--- config.mk ---
export PLATFORM = sky130hd
export DESIGN_NAME = mem_arbiter
export DESIGN_NICKNAME = d
export VERILOG_FILES = /design/src/rtl/mem_arbiter.sv
export SDC_FILE = /design/constraint.sdc
export NUM_CORES = 1
export LEC_CHECK = 0
export CAP_MARGIN = 20
export CORE_AREA = 8 8 534 536
export CTS_BUF_LIST = sky130_fd_sc_hd__clkbuf_8
export CTS_CLUSTER_SIZE = 40
export DETAILED_ROUTE_END_ITERATION = 8
export DIE_AREA = 0 0 542 544
export SLEW_MARGIN = 20
export SYNTH_ARGS = -nofsm -noshare
export SYNTH_HDL_FRONTEND = slang
export SYNTH_SLANG_ARGS = --single-unit
export TNS_END_PERCENT = 30
--- constraint.sdc ---
create_clock -name clk -period 3.2 [get_ports clk]
set_input_delay 0.48 -clock clk [delete_from_list [all_inputs] [get_ports clk]]
set_output_delay 0.48 -clock clk [all_outputs]
set_load 0.02 [all_outputs]
--- src/rtl/mem_arbiter.sv ---
`default_nettype none
// ============================================================================
// Module      : mem_arbiter
// Description : Two-client physical-memory arbiter. Grants the single pmem
//               port to either the instruction cache or the data cache for
//               whole-line transactions. Ties are broken round-robin, and the
//               data cache can keep its grant across a write-back + refill
//               pair by asserting hold_arbiter.
// Ports       : clk, rst                        - clock, sync active-high reset
//               icache_pmem_*                   - instruction-cache client side
//               dcache_pmem_*, hold_arbiter     - data-cache client side
//               pmem_*                          - memory / line-adaptor side
// Revision    : 1.0 - initial release
// ============================================================================
module mem_arbiter #(
  parameter int SIZE       = 256,
  parameter int ADDR_WIDTH = 32
) (
  input  logic                  clk,
  input  logic                  rst,
  // instruction cache
  input  logic                  icache_pmem_read,
  input  logic [ADDR_WIDTH-1:0] icache_pmem_address,
  output logic [SIZE-1:0]       icache_pmem_rdata,
  output logic                  icache_pmem_resp,
  // data cache
  input  logic                  dcache_pmem_read,
  input  logic                  dcache_pmem_write,
  input  logic [ADDR_WIDTH-1:0] dcache_pmem_address,
  input  logic [SIZE-1:0]       dcache_pmem_wdata,
  input  logic                  hold_arbiter,
  output logic [SIZE-1:0]       dcache_pmem_rdata,
  output logic                  dcache_pmem_resp,
  // physical memory
  output logic                  pmem_read,
  output logic                  pmem_write,
  output logic [ADDR_WIDTH-1:0] pmem_address,
  output logic [SIZE-1:0]       pmem_wdata,
  input  logic [SIZE-1:0]       pmem_rdata,
  input  logic                  pmem_resp
);

  localparam logic [1:0] c_IDLE   = 2'd0;
  localparam logic [1:0] c_I_BUSY = 2'd1;
  localparam logic [1:0] c_D_BUSY = 2'd2;

  localparam logic c_ICACHE = 1'b0;
  localparam logic c_DCACHE = 1'b1;

  logic [1:0] r_state;
  logic       r_last_served;
  logic [1:0] w_state_nxt;
  logic       w_last_nxt;
  logic [1:0] w_out_state;
  logic       w_i_req;
  logic       w_d_req;

  assign w_i_req = icache_pmem_read;
  assign w_d_req = dcache_pmem_read | dcache_pmem_write;

  // Outputs are decoded as if in IDLE while reset is asserted, so a pmem_resp
  // landing in the reset cycle never reaches a client.
  assign w_out_state = rst ? c_IDLE : r_state;

  // --------------------------------------------------------------------------
  // Next-state / round-robin bookkeeping
  // --------------------------------------------------------------------------
  always_comb begin
    w_state_nxt = r_state;
    w_last_nxt  = r_last_served;
    case (r_state)
      c_IDLE: begin
        if (w_i_req && w_d_req) begin
          // Favour whichever client was not served most recently.
          w_state_nxt = (r_last_served == c_ICACHE) ? c_D_BUSY : c_I_BUSY;
        end else if (w_i_req) begin
          w_state_nxt = c_I_BUSY;
        end else if (w_d_req) begin
          w_state_nxt = c_D_BUSY;
        end
      end
      c_I_BUSY: begin
        if (pmem_resp) begin
          w_state_nxt = c_IDLE;
          w_last_nxt  = c_ICACHE;
        end
      end
      c_D_BUSY: begin
        // A finished transaction or an idle dcache releases the port unless
        // the dcache is holding it for a follow-on transaction.
        if ((pmem_resp || !w_d_req) && !hold_arbiter) begin
          w_state_nxt = c_IDLE;
          w_last_nxt  = c_DCACHE;
        end
      end
      default: begin
        w_state_nxt = c_IDLE;
      end
    endcase
  end

  always_ff @(posedge clk) begin
    if (rst) begin
      r_state       <= c_IDLE;
      r_last_served <= c_ICACHE;
    end else begin
      r_state       <= w_state_nxt;
      r_last_served <= w_last_nxt;
    end
  end

  // --------------------------------------------------------------------------
  // Combinational steering of commands and responses
  // --------------------------------------------------------------------------
  always_comb begin
    pmem_read         = 1'b0;
    pmem_write        = 1'b0;
    pmem_address      = '0;
    pmem_wdata        = '0;
    icache_pmem_rdata = '0;
    icache_pmem_resp  = 1'b0;
    dcache_pmem_rdata = '0;
    dcache_pmem_resp  = 1'b0;
    case (w_out_state)
      c_I_BUSY: begin
        pmem_read         = icache_pmem_read;
        pmem_address      = icache_pmem_address;
        icache_pmem_rdata = pmem_rdata;
        icache_pmem_resp  = pmem_resp;
      end
      c_D_BUSY: begin
        // If both commands are raised, the write takes precedence.
        pmem_write        = dcache_pmem_write;
        pmem_read         = dcache_pmem_read & ~dcache_pmem_write;
        pmem_address      = dcache_pmem_address;
        pmem_wdata        = dcache_pmem_wdata;
        dcache_pmem_rdata = pmem_rdata;
        dcache_pmem_resp  = pmem_resp;
      end
      default: begin
      end
    endcase
  end

endmodule
`default_nettype wire

==> impl_metrics.toml, run 1 <==
[yosys]
synth_warnings = 0
synth_seq_cells = 3
synth.distinct_cells = 24
netlist_area_um2 = 5869
synth_nets = 1542
avgSynthCellArea_um2 = 6.133
syn_inst = 957
seq_area_frac_synth_pct = 1.023

[clock_tree]
cts-buffers-inserted = 3
cts.sinks = 3
clk_latency_ns = 0.22
cts.htree.levels = 1
cts_buffer_depth = 2
holdBufCountCts = 0
cts_tree = "built"
postCtsSetupRepairBufs = 0
path_clk_slew_ns = 0.03
cts_root_buf = "clkbuf_8"

[worst_setup_path]
crit_chain = "clkdlybuf4s50_1 -> nand2b_4 -> ha_4 -> buf_12 -> buf_4 -> and2_1 -> clkdlybuf4s50_1"
cpMostUsedCell = "clkdlybuf4s50_1"
arrival_ns = 2.67
critPathMaxFanout = 25
critPathRequiredTime_ns = 2.72
cp_slowest_cell = "clkdlybuf4s50_1"
reg2reg_depth = 2
critical_path.startpoint_type = "primary input"
slowest_delay_ns = 0.62
timing.rr.start = "r_state[1]"
worst-r2r-setup-slack_ns = 2.33
crit_path_end_kind = "primary output"
rr_endpoint = "r_last_served"
worst-setup-path-type = "primary input to primary output"

[sta]
max_freq_mhz = 317.1
finalHoldViolCount = 0
finalSetupViolCount = 0
tightest_slew_ns = 0.9664
fin_crit_sh_pct = 98.53
rsz0062_at_grt = "no"
skew_ns = 0.0004248
slew_headroom_pct = 35.37
finalCriticalPeriod_ns = 3.153
slew_violations = 0
fin_ws_ns = 0.04688

[die]
dieArea_um2 = 294800
core_um2 = 277200
die_w_um = 542
num_rows = 194
start_util_pct = 2.117
num_io_pins = 1387
die_y_um = 544

[min_path]
hold_path_end = "r_last_served"
hp-class = "flop to flop"
min_from = "r_last_served"
holdPathStages = 2

[outcome]
status = "complete, no violations"

[grt]
track_usage_pct = 17.06
met1_usage_pct = 19.59
grt_max_degree = 73
antenna_found_initial = 317
grt_pass1_vias = 13810
gr-usage-met3_pct = 8.637
use_met2_pct = 29.11
busiest_layer = "met2"
grt_pass1_wl_mm = 295.2
gr-total-overflow = 0

[cells_and_area]
final_nets = 2911
final_common_cell = "and2_1"
final_cell_mix = "758 x and2_1, 659 x clkdlybuf4s50_1, 599 x buf_12"
final_cell_area_um2 = 30860
drive_above_1_share_pct = 33.12
area_growth_syn_to_layout_pct = 425.8
instances_no_fill = 6135

[place]
dp.cells = 6041
gp_congestion = 0.8691
io_buffers = 1386
hpwl_mm = 256.2
place_ws_ns = -0.5242
dpl_cell_area_um2 = 30300

[detailed_routing]
num_vias = 14240
firstDrtPassIters = 4
antenna_left = 0
postRouteWirelength_mm = 264.9
avgRoutedWirePerCell_um = 43.18
drt_iter0_markers = 624
drc = 0
routed_via_density = 2.321

[power]
leakagePower_nw = 11.89
seqPwrFrac_pct = 1.1
combPwrFrac_pct = 96.4
internal_power_mw = 2.135
p_switching_mw = 2.118
ir_drop_uv = 143.4
switching_share_pct = 49.80
powerDensity_nw_per_um2 = 137.8
clockPowerShare_pct = 2.6

[flow_run]
drv_cap = 0
## cell type report
cell class / instances / area (um^2)
timing repair buffer: 1460 / 20500
antenna: 86 / 215.2
fill: 31890 / 246300
clock buffer: 3 / 41.29
clock inverter: 1 / 3.754
tap: 3724 / 4659
multi-input combinational: 854 / 5371
sequential: 3 / 60.06
inverter: 4 / 15.01
## cell families after synthesis
family	Yosys count	synth area share [%]
buf+inv	100	8.420
compound gates	40	5.031
flops	3	1.023
fa+ha+maj	2	0.4263
simple gates	812	85.10
## power by group through the flow
stage          clock network [mW]  logic, mW  registers, mW
2_1_floorplan                   0      0.845         0.0433
3_3_place_gp                    0       4.17         0.0441
3_5_place_dp                    0       4.17         0.0442
4_1_cts                     0.110       4.22         0.0439
5_1_grt                     0.115       4.26         0.0451
6_report                    0.109       4.10         0.0448
## registers in the layout, indices dropped and copies added (netlist names)
name and flops:
r_last_served 1, r_state 2
## layer usage
| layer | part of all wire (%) | wire (um) | vias up |
|---|---|---|---|
| met5 | 0.25 | 651 | - |
| met1 | 39 | 103700 | 6562 |
| met2 | 47 | 123500 | 1421 |
| met3 | 12 | 30950 | 418 |
| met4 | 2.3 | 6135 | 96 |
| li1 | - | - | 5745 |
## worst max-delay path by stage
stage | to | startpoint | slack [ns] | depth (start not counted)
2_1_floorplan | pmem_address[10] | rst | 1.14 | 7
3_3_place_gp | pmem_wdata[102] | rst | -0.47 | 9
3_5_place_dp | pmem_wdata[102] | rst | -0.52 | 9
4_1_cts | icache_pmem_rdata[86] | rst | -0.001 | 7
5_1_grt | icache_pmem_rdata[156] | rst | 0.007 | 7
6_report | icache_pmem_rdata[181] | rst | 0.05 | 7
## per-stage QoR
step	TNS [ns]	power, mW	util, %	hold slack [ns]
finish	0	4.253	11.13	0.5213
global route	0	4.422	11.10	0.5578
CTS	-0.001012	4.370	10.99	0.5150
detailed placement	-8.004	4.210	10.93	0.5132
global placement	-5.015	4.211	10.93	0.4931
floorplan	0	0.8881	-	0.4581
## cells in the mapped netlist
library cell / instances / area [um^2]
a211oi_1: 1 / 7.510
a21oi_1: 1 / 5.000
a22oi_1: 33 / 247.7
a2bb2oi_1: 1 / 8.760
a31oi_1: 1 / 6.260
and2_1: 771 / 4823
and3_1: 1 / 6.260
buf_2: 11 / 55.05
buf_4: 2 / 15.01
buf_6: 3 / 33.78
clkbuf_1: 20 / 75.07
clkbuf_2: 60 / 300.3
dfxtp_1: 3 / 60.06
ha_1: 2 / 25.02
inv_1: 4 / 15.01
nand2_1: 1 / 3.750
nand2b_1: 1 / 6.260
nand3b_1: 1 / 7.510
nor2_1: 33 / 123.9
nor2b_1: 2 / 12.51
nor3_1: 1 / 5.000
nor4_1: 1 / 6.260
o21ai_0: 1 / 5.000
o21bai_1: 2 / 15.01
## critical path: cells and delay by family
family                   cells  cell delay (ns)
adder cells (fa/ha/maj)      1             0.22
buffers and inverters        4             1.59
AND/OR/NAND/NOR              2             0.32
## repair_timing
action	4_1_cts	5_1_grt
resized for setup	13	63
cloned	3	1
pin swaps	0	1
setup endpoints to repair	103	151
endpoints found under the hold margin	0	0
Power figures use the tool's default switching activity.
==> run 2: changes to the inputs <==
Settings changed: CORE_AREA 8 8 534 536 to 2 2 546 548, DIE_AREA 0 0 542 544 to 0 0 548 550, DONT_BUFFER_PORTS from default to 1, SETUP_SLACK_MARGIN from default to 0.1.
==> impl_metrics.toml, run 2 (synthesized netlist as in run 1, its figures left out) <==
[clock_tree]
holdBufCountCts = 0
cts_tree = "built"
cts_root_buf = "clkbuf_8"
path_clk_slew_ns = 0.03
cts.sinks = 3
cts.repair.resized = 0
cts_buffer_depth = 2
cts-buffers-inserted = 3
postCtsSetupRepairBufs = 0
clk_latency_ns = 0.22
cts.htree.levels = 1

[grt]
grt_pass1_wl_mm = 263.7
grt_pass1_vias = 9795
track_usage_pct = 15.07
grt_max_degree = 76
antenna_found_initial = 322
gr-total-overflow = 0

[die]
die_y_um = 550
num_io_pins = 1387
core_um2 = 295500
start_util_pct = 1.986
die_w_um = 548
num_rows = 200
dieArea_um2 = 301400

[flow_run]
drv_cap = 0

[place]
place_ws_ns = 0.6221
io_buffers = 0
hpwl_mm = 229.8
gp_congestion = 0.8727

[sta]
slew_violations = 0
finalSetupViolCount = 0
slew_headroom_pct = 60.04
skew_ns = 0.0004203
tightest_slew_ns = 0.5994
fin_ws_ns = 0.4482
finalHoldViolCount = 0
rsz0062_at_grt = "no"
max_freq_mhz = 363.4
fin_crit_sh_pct = 85.99
finalCriticalPeriod_ns = 2.752
setup-tns-final_ns = 0

[worst_setup_path]
worst-setup-path-type = "flop to primary output"
crit_path_end_kind = "primary output"
worst-r2r-setup-slack_ns = 2.26
critical_path.startpoint_type = "flop"
critPathMaxFanout = 65
timing.rr.start = "r_state[1]"
cp-startpoint = "r_state[1]"
critPathRequiredTime_ns = 2.72
arrival_ns = 2.27

[power]
p_switching_mw = 1.620
internal_power_mw = 0.9901
ir_drop_uv = 89.31
powerDensity_nw_per_um2 = 143.9
leakagePower_nw = 5.879
seqPwrFrac_pct = 1.7
combPwrFrac_pct = 94.2
switching_share_pct = 62.06
clockPowerShare_pct = 4.1

[detailed_routing]
postRouteWirelength_mm = 237.7
num_vias = 10460
drt_iter0_markers = 613
routed_via_density = 1.923
antenna_left = 0
drc = 0
avgRoutedWirePerCell_um = 43.72
firstDrtPassIters = 4

[outcome]
status = "complete, no violations"

[cells_and_area]
largest_reg_flops = 2
drive_above_1_share_pct = 35.82
area_growth_syn_to_layout_pct = 209.0
final_nets = 1926
top_regs = "r_state x2, r_last_served x1"
largest-register = "r_state"
final_common_cell = "and2_1"
final_cell_mix = "771 x and2_1, 303 x buf_12, 172 x buf_4"

[min_path]
hp-class = "primary input to flop"
min_from = "rst"
[run 2: cell count changes in the layout (fill, tap and decap cells not counted), sizes merged]
cell,change
diode,+71
dlygate4sd2,-4
clkdlybuf4s50,-659
clkbuf,-1
buf,-270
bufbuf,-3
dlymetal6s2s,-48
[run 2: worst paths after layout]
path,to,cells after the start
max,dcache_pmem_rdata[173],6
min,r_last_served,1
max reg2reg,r_last_served,2
min reg2reg,r_state[1],1
[run 2: metal layers]
layer | vias to the layer above | global-route usage, % | part of all wire [%]
li1 | 3859 | - | -
met1 | 4765 | 19.45 | 44
met2 | 1372 | 23.27 | 42
met3 | 346 | 7.586 | 12
met4 | 114 | 0.8845 | 1.4
met5 | - | 0 | 0.33
[run 2: per-stage QoR]
| step | power [mW] | area, um^2 | cells | hold WS (ns) | util (%) |
|---|---|---|---|---|---|
| after floorplan | 0.8881 | 5869 | 957 | 0.4581 | - |
| after global placement | 2.641 | 17700 | 5275 | 0.4752 | 5.989 |
| after detailed placement | 2.639 | 17700 | 5275 | 0.5237 | 5.989 |
| after CTS | 2.757 | 17750 | 5279 | 0.3368 | 6.005 |
| after global routing | 2.758 | 17950 | 5361 | 0.3402 | 6.074 |
| final | 2.610 | 18140 | 5436 | 0.3395 | 6.138 |
[run 2: final cells by class]
type / instances / area [um^2]
diodes: 157 / 392.9
clock buffers: 3 / 41.29
clock inverters: 1 / 3.754
fillers: 34780 / 277400
inverters: 4 / 15.01
multi-input cells: 854 / 5340
flip-flops and latches: 3 / 60.06
well taps: 3939 / 4928
repair buffers: 475 / 7357
[run 2: power groups by stage]
stage	logic, mW	clock network (mW)	registers (mW)
4_1_cts	2.60	0.109	0.0441
6_report	2.46	0.107	0.0444
3_5_place_dp	2.59	0	0.0446
5_1_grt	2.60	0.113	0.0445
2_1_floorplan	0.845	0	0.0433
3_3_place_gp	2.60	0	0.0437
[run 2: worst max-delay path: stages (launching register included)]
cell	delay [ns]
dfxtp_1	0.42
nand2b_1	0.15
inv_1	0.13
ha_4	0.26
buf_12	0.19
buf_12	0.23
and2_1	0.55
